$ cat config.mk
export PLATFORM = sky130hd
export DESIGN_NAME = kernel_control_sync_flat
export DESIGN_NICKNAME = d
export VERILOG_FILES = /design/src/rtl/kernel_control_sync_if.sv /design/src/rtl/kernel_control_sync.sv /design/src/flat_wrapper.sv
export SDC_FILE = /design/constraint.sdc
export NUM_CORES = 1
export LEC_CHECK = 0
export ABC_AREA = 1
export CORE_MARGIN = 10
export CORE_UTILIZATION = 44
export CTS_BUF_LIST = sky130_fd_sc_hd__clkbuf_8
export DETAILED_ROUTE_END_ITERATION = 6
export GPL_ROUTABILITY_DRIVEN = 0
export PLACE_DENSITY = 0.87
export SLEW_MARGIN = 30
export SYNTH_ARGS = -nofsm -noshare
export SYNTH_HDL_FRONTEND = slang
export SYNTH_SLANG_ARGS = --single-unit
$ cat constraint.sdc
create_clock -name ap_clk -period 2.3 [get_ports ap_clk]
set_input_delay 0.46 -clock ap_clk [delete_from_list [all_inputs] [get_ports ap_clk]]
set_output_delay 0.46 -clock ap_clk [all_outputs]
set_load 0.01 [all_outputs]
$ cat src/rtl/kernel_control_sync_if.sv
// Host/engine control bundle for kernel_control_sync.
// Ports (signals):
//   ap_start, ap_continue, setup_done           host/setup side requests
//   channel_enable, channel_done [NUM_CHANNELS] engine channel selection and done
//   ap_ready, ap_done, ap_idle, start, setup    handshake/status outputs
//   state_onehot [7], busy_cycles [COUNTER_WIDTH] FSM state and BUSY length of last run
// Modports: master drives the requests (host side), slave is the sequencer.
interface kernel_control_sync_if #(
    parameter int unsigned NUM_CHANNELS  = 4,
    parameter int unsigned COUNTER_WIDTH = 32
);
    localparam int unsigned ST_W = 7;

    logic                     ap_start;
    logic                     ap_continue;
    logic                     setup_done;
    logic [NUM_CHANNELS-1:0]  channel_enable;
    logic [NUM_CHANNELS-1:0]  channel_done;
    logic                     ap_ready;
    logic                     ap_done;
    logic                     ap_idle;
    logic                     start;
    logic                     setup;
    logic [ST_W-1:0]          state_onehot;
    logic [COUNTER_WIDTH-1:0] busy_cycles;

    modport master (
        output ap_start, ap_continue, setup_done, channel_enable, channel_done,
        input  ap_ready, ap_done, ap_idle, start, setup, state_onehot, busy_cycles
    );

    modport slave (
        input  ap_start, ap_continue, setup_done, channel_enable, channel_done,
        output ap_ready, ap_done, ap_idle, start, setup, state_onehot, busy_cycles
    );
endinterface

$ cat src/rtl/kernel_control_sync.sv
// Kernel control sequencer: IDLE -> SETUP -> READY -> START -> BUSY -> DONE,
// aggregating done from NUM_CHANNELS engine channels. The DONE exit rule is
// chosen at elaboration by CTRL_MODE (0 USER_MANAGED, 1 AP_CTRL_HS, 2 AP_CTRL_CHAIN).
// Ports:
//   ap_clk    kernel clock, rising edge
//   ap_rst_n  asynchronous active-low reset
//   ctrl      kernel_control_sync_if.slave (host requests, channel enable/done,
//             ap_* status, start/setup strobes, state_onehot, busy_cycles)
// Optional feature: define KERNEL_CONTROL_SYNC_BUSY_COUNTER_EN to build the
// saturating BUSY cycle counter; otherwise busy_cycles is tied to zero.
module kernel_control_sync #(
    parameter int unsigned NUM_CHANNELS  = 4,
    parameter int unsigned CTRL_MODE     = 2,
    parameter int unsigned COUNTER_WIDTH = 32
) (
    input  logic                  ap_clk,
    input  logic                  ap_rst_n,
    kernel_control_sync_if.slave  ctrl
);
    localparam int unsigned ST_W  = 7;
    localparam int unsigned NCH   = NUM_CHANNELS;
    localparam int unsigned CW    = COUNTER_WIDTH;

    localparam int unsigned B_IDLE  = 1;
    localparam int unsigned B_SETUP = 2;
    localparam int unsigned B_READY = 3;
    localparam int unsigned B_START = 4;
    localparam int unsigned B_DONE  = 6;

    typedef enum logic [ST_W-1:0] {
        S_RESET = 7'b0000001,
        S_IDLE  = 7'b0000010,
        S_SETUP = 7'b0000100,
        S_READY = 7'b0001000,
        S_START = 7'b0010000,
        S_BUSY  = 7'b0100000,
        S_DONE  = 7'b1000000
    } state_e;

    // Elaboration-time parameter checks.
    if (CTRL_MODE > 2) begin : g_bad_mode
        $error("kernel_control_sync: CTRL_MODE must be 0, 1 or 2");
    end
    if (NUM_CHANNELS < 1 || NUM_CHANNELS > 32) begin : g_bad_nch
        $error("kernel_control_sync: NUM_CHANNELS must be 1..32");
    end

    // Plain vector so any corrupted (non one-hot) value is representable and recoverable.
    logic [ST_W-1:0] state_q, state_d;
    logic [NCH-1:0]  enable_q, enable_d;
    logic [NCH-1:0]  sticky_q, sticky_d;
    logic [NCH-1:0]  seen_c;
    logic            done_exit_c;

    // DONE exit condition per handshake mode.
    if (CTRL_MODE == 0) begin : g_user
        logic unused_cont_c;
        assign unused_cont_c = ctrl.ap_continue;
        assign done_exit_c   = ~ctrl.ap_start;
    end else if (CTRL_MODE == 1) begin : g_hs
        logic unused_cont_c;
        assign unused_cont_c = ctrl.ap_continue;
        assign done_exit_c   = 1'b1;
    end else begin : g_chain
        assign done_exit_c   = ctrl.ap_continue;
    end

    // Next-state logic; illegal encodings fall back to RESET.
    always_comb begin
        state_d  = state_q;
        enable_d = enable_q;
        sticky_d = sticky_q;
        seen_c   = sticky_q | (ctrl.channel_done & enable_q);
        case (state_q)
            S_RESET: state_d = S_IDLE;
            S_IDLE:  if (ctrl.ap_start)   state_d = S_SETUP;
            S_SETUP: if (ctrl.setup_done) state_d = S_READY;
            S_READY: state_d = S_START;
            S_START: begin
                enable_d = ctrl.channel_enable;
                sticky_d = '0;
                state_d  = S_BUSY;
            end
            S_BUSY: begin
                sticky_d = seen_c;
                if (seen_c == enable_q) state_d = S_DONE;
            end
            S_DONE:  if (done_exit_c) state_d = S_IDLE;
            default: state_d = S_RESET;
        endcase
    end

    // State, channel enable and sticky done registers.
    always_ff @(posedge ap_clk or negedge ap_rst_n) begin
        if (!ap_rst_n) begin
            state_q  <= S_RESET;
            enable_q <= '0;
            sticky_q <= '0;
        end else begin
            state_q  <= state_d;
            enable_q <= enable_d;
            sticky_q <= sticky_d;
        end
    end

    // Status strobes are single bits of the one-hot state register.
    assign ctrl.state_onehot = state_q;
    assign ctrl.ap_idle      = state_q[B_IDLE];
    assign ctrl.setup        = state_q[B_SETUP];
    assign ctrl.ap_ready     = state_q[B_READY];
    assign ctrl.start        = state_q[B_START];
    assign ctrl.ap_done      = state_q[B_DONE];

`ifdef KERNEL_CONTROL_SYNC_BUSY_COUNTER_EN
    logic [CW-1:0] cnt_q, cnt_d, busy_q, busy_d, cnt_inc_c;

    // Saturating increment: holds at all-ones instead of wrapping.
    assign cnt_inc_c = (&cnt_q) ? cnt_q : cnt_q + CW'(1);

    // Counter clears in START, counts BUSY cycles; result latched on entry to DONE.
    always_comb begin
        cnt_d  = cnt_q;
        busy_d = busy_q;
        if (state_q == S_START) begin
            cnt_d = '0;
        end else if (state_q == S_BUSY) begin
            cnt_d = cnt_inc_c;
            if (state_d == S_DONE) busy_d = cnt_inc_c;
        end
    end

    always_ff @(posedge ap_clk or negedge ap_rst_n) begin
        if (!ap_rst_n) begin
            cnt_q  <= '0;
            busy_q <= '0;
        end else begin
            cnt_q  <= cnt_d;
            busy_q <= busy_d;
        end
    end

    assign ctrl.busy_cycles = busy_q;
`else
    assign ctrl.busy_cycles = CW'(0);
`endif

endmodule

$ cat src/flat_wrapper.sv
// flat-port wrapper written by rule: the top's interface ports become plain ports
module kernel_control_sync_flat 
#(
    parameter int unsigned NUM_CHANNELS  = 4,
    parameter int unsigned CTRL_MODE     = 2,
    parameter int unsigned COUNTER_WIDTH = 32
)
  (ap_clk, ap_rst_n, ctrl_ap_start, ctrl_ap_continue, ctrl_setup_done, ctrl_channel_enable, ctrl_channel_done, ctrl_ap_ready, ctrl_ap_done, ctrl_ap_idle, ctrl_start, ctrl_setup, ctrl_state_onehot, ctrl_busy_cycles);
  kernel_control_sync_if #(.NUM_CHANNELS(NUM_CHANNELS), .COUNTER_WIDTH(COUNTER_WIDTH)) ctrl_i ();
  input  logic ap_clk;
  input  logic ap_rst_n;
  input wire logic [$bits(ctrl_i.ap_start)-1:0] ctrl_ap_start;
  input wire logic [$bits(ctrl_i.ap_continue)-1:0] ctrl_ap_continue;
  input wire logic [$bits(ctrl_i.setup_done)-1:0] ctrl_setup_done;
  input wire logic [$bits(ctrl_i.channel_enable)-1:0] ctrl_channel_enable;
  input wire logic [$bits(ctrl_i.channel_done)-1:0] ctrl_channel_done;
  output wire logic [$bits(ctrl_i.ap_ready)-1:0] ctrl_ap_ready;
  output wire logic [$bits(ctrl_i.ap_done)-1:0] ctrl_ap_done;
  output wire logic [$bits(ctrl_i.ap_idle)-1:0] ctrl_ap_idle;
  output wire logic [$bits(ctrl_i.start)-1:0] ctrl_start;
  output wire logic [$bits(ctrl_i.setup)-1:0] ctrl_setup;
  output wire logic [$bits(ctrl_i.state_onehot)-1:0] ctrl_state_onehot;
  output wire logic [$bits(ctrl_i.busy_cycles)-1:0] ctrl_busy_cycles;
  assign ctrl_i.ap_start = ctrl_ap_start;
  assign ctrl_i.ap_continue = ctrl_ap_continue;
  assign ctrl_i.setup_done = ctrl_setup_done;
  assign ctrl_i.channel_enable = ctrl_channel_enable;
  assign ctrl_i.channel_done = ctrl_channel_done;
  assign ctrl_ap_ready = ctrl_i.ap_ready;
  assign ctrl_ap_done = ctrl_i.ap_done;
  assign ctrl_ap_idle = ctrl_i.ap_idle;
  assign ctrl_start = ctrl_i.start;
  assign ctrl_setup = ctrl_i.setup;
  assign ctrl_state_onehot = ctrl_i.state_onehot;
  assign ctrl_busy_cycles = ctrl_i.busy_cycles;
  kernel_control_sync #(.NUM_CHANNELS(NUM_CHANNELS), .CTRL_MODE(CTRL_MODE), .COUNTER_WIDTH(COUNTER_WIDTH)) u_core (.ap_clk(ap_clk), .ap_rst_n(ap_rst_n), .ctrl(ctrl_i));
endmodule
==> metrics.txt <==
Total Power 1.25 mW; slowest cell on the critical path dfstp_2; final period utilization 0.793; clock sinks 15; max-slew violations 0; via count 854; Max VDD drop 0.457 mV; CP Data Required Time 1840 ps; Worst EP arrival 1360 ps; Worst-Skew Late Latency 250 ps; share of power burned in registers 0.360; # IOs 57; CTS tree yes; Core Box Area 2450 um2; ANT cells 0; first-pass GRT wire length 3840 um; Fill cells 246; Cell Pwr Density 972 nW/um2; hold slack final 548 ps; Slew @ Worst Pin 652 ps; Psw 0.508 mW; Worst Setup Start Kind register; cell-internal power 0.739 mW; Synth cell types 20; CP peak stage delay 570 ps; largest net degree at the start of global routing 16; Synth area leaders dfrtp_1 31%, buf_4 25%, nand2_1 9.1%; Switching Share 0.407; remaining antenna violation count 0; min-delay src u_core.sticky_q[3]$_DFFE_PN0P_; Worst slew margin 0.564; top cell type by total area after synthesis dfrtp_1; final instance area 1280 um2; Ys Warns 0; maximum clock frequency 0.548 GHz; H-Tree Level Count 1; setup TNS 0 ps; mapped cell area 1110 um2; Synth Instances 149; Adder-Cell Fraction of Synth Area 0; dpl hpwl 1970 um; clock skew 5.48 ps; overall routing resource usage 0.0943; crit path max fanout 5; CP delay by family, top flip-flops; Mean Syn Cell Area 7.48 um2; mux cell area share after synthesis 0; final setup violation count 0; WP buf/inv 1; top-area cell type share of the netlist area 0.314; RSZ-0062 raised after global routing no; kind of critical path register to output pin; Layout Nets 185; hold crit path type register to register; TritonCTS Buffers 3; Critical Path Source u_core.ctrl.state_onehot[0]$_DFFE_PN1P_; clk buf depth 2; crit end category output pin; Lkg Pwr 0.691 nW; CP Cell Sequence clkdlybuf4s50_1; starting density of the core 0.454; DRC errors left 0; share of layout cells above drive strength 1 0.0936; outcome complete, no violations; Comb power frac 0.460; placed cell areas 1230 um2; largest family of logic cells by synthesized area buffers and inverters; area share of and/or/nand/nor cells after synthesis 0.278; initial antenna violation count 0; Yosys reg bits 15; Finished Core Util 0.522; complex-gate fraction of the synthesized area 0.0527; drt first pass iters 4; Clock Power Share 0.179; # port buffers 24; drt wl/cell 11.6 um; DIE AREA 4950 um2; Hold Buf Count CTS 0; post-layout min period 1820 ps; GRT overflow 0; max cap viols 0; Clock Tree Root clkbuf_8; Final Hold Vio Count 0; cts repair resizes 0; worst r2r src u_core.ctrl.state_onehot[0]$_DFFE_PN1P_; Seq/Total Area, Yosys 0.338; Die Y 70.3 um; DR iter-0 viols 42; Post-Synth XOR/XNOR Area 0; P&R area growth vs syn 15.0%; Setup Buffers After CTS 0; Placement Rows 18; CTS clk-pin slew, worst paths 70 ps; Via density 4.25; number of global-route vias before repair 873; die extent in x 70.3 um; final WL 2330 um
[per-layer routing]
layer	share of wire	vias to the layer above	wire, um	track usage
li1	-	428	-	-
met1	0.37	389	863	0.0909
met2	0.53	32	1230	0.168
met3	0.076	5	177	0.0311
met4	0.027	0	63	0.0592
met5	0	-	0	0
[through the flow]
| stage | std cells | setup slack [ps] |
|---|---|---|
| 3_3_place_gp | 197 | 729 |
| 5_1_grt | 201 | 436 |
| 4_1_cts | 201 | 465 |
| 6_report | 201 | 475 |
| 3_5_place_dp | 197 | 705 |
| 2_1_floorplan | 180 | 1050 |
[flip-flops by register name (all words and copies together) (netlist names)]
name / cells
u_core.sticky_q: 4
u_core.enable_q: 4
u_core.ctrl.state_onehot: 7
[power by group through the flow]
stage	clock network [mW]	logic, mW	registers, mW
CTS	0.230	0.579	0.449
finish	0.224	0.574	0.449
global route	0.238	0.652	0.461
global placement	0	0.559	0.447
floorplan	0	0.436	0.452
detailed placement	0	0.570	0.453
[final timing paths]
path                                                           endpoint  slack (ps)  cells after the start
worst max-delay path                               ctrl_state_onehot[0]         480                      1
worst min-delay path                     u_core.sticky_q[3]$_DFFE_PN0P_         550                      1
worst max register to register  u_core.ctrl.state_onehot[0]$_DFFE_PN1P_         900                      7
worst min register to register           u_core.sticky_q[3]$_DFFE_PN0P_         550                      1
max in group asynchronous       u_core.ctrl.state_onehot[3]$_DFFE_PN0P_        1270                      1
min in group asynchronous                u_core.enable_q[0]$_DFFE_PN0P_         600                      1
[synthesized netlist by cell type, drive strengths merged]
cell and instances:
dfstp 1, o21ai 10, conb 1, nor2 17
nand3b 2, inv 22, buf 38, a22o 1
dfrtp 14, nand4 2, nand3 8, nand2 30
nor3 3
[cell usage in the layout, fill, tap and decap left out, types with 2 or more instances in the layout]
cell / n
conb_1: 32
nand4_1: 2
nor2_1: 12
nor2_2: 3
inv_1: 21
nand2_1: 27
dfrtp_1: 14
nand3_1: 8
nand3b_1: 2
nand2_4: 2
clkbuf_8: 3
clkdlybuf4s50_1: 24
o21ai_0: 10
nor3_1: 2
nor2_4: 2
[kinds of logic after synthesis]
kind of cell	count (synthesis)
and+or+nand+nor	62
DFF	15
other	1
AOI/OAI and AO/OA	11
buffers and inverters	60
[layout make-up]
type                    count  area [um2]  area share
repair buffers             25         248       0.193
flip-flops and latches     15         377       0.294
clock buffers               3        41.3      0.0322
clock inverters             1        7.51     0.00585
inverters                  22        82.6      0.0644
well taps                  30        37.5      0.0293
multi-input cells         105         489       0.381
No activity file was read; power rests on OpenSTA's default activity.
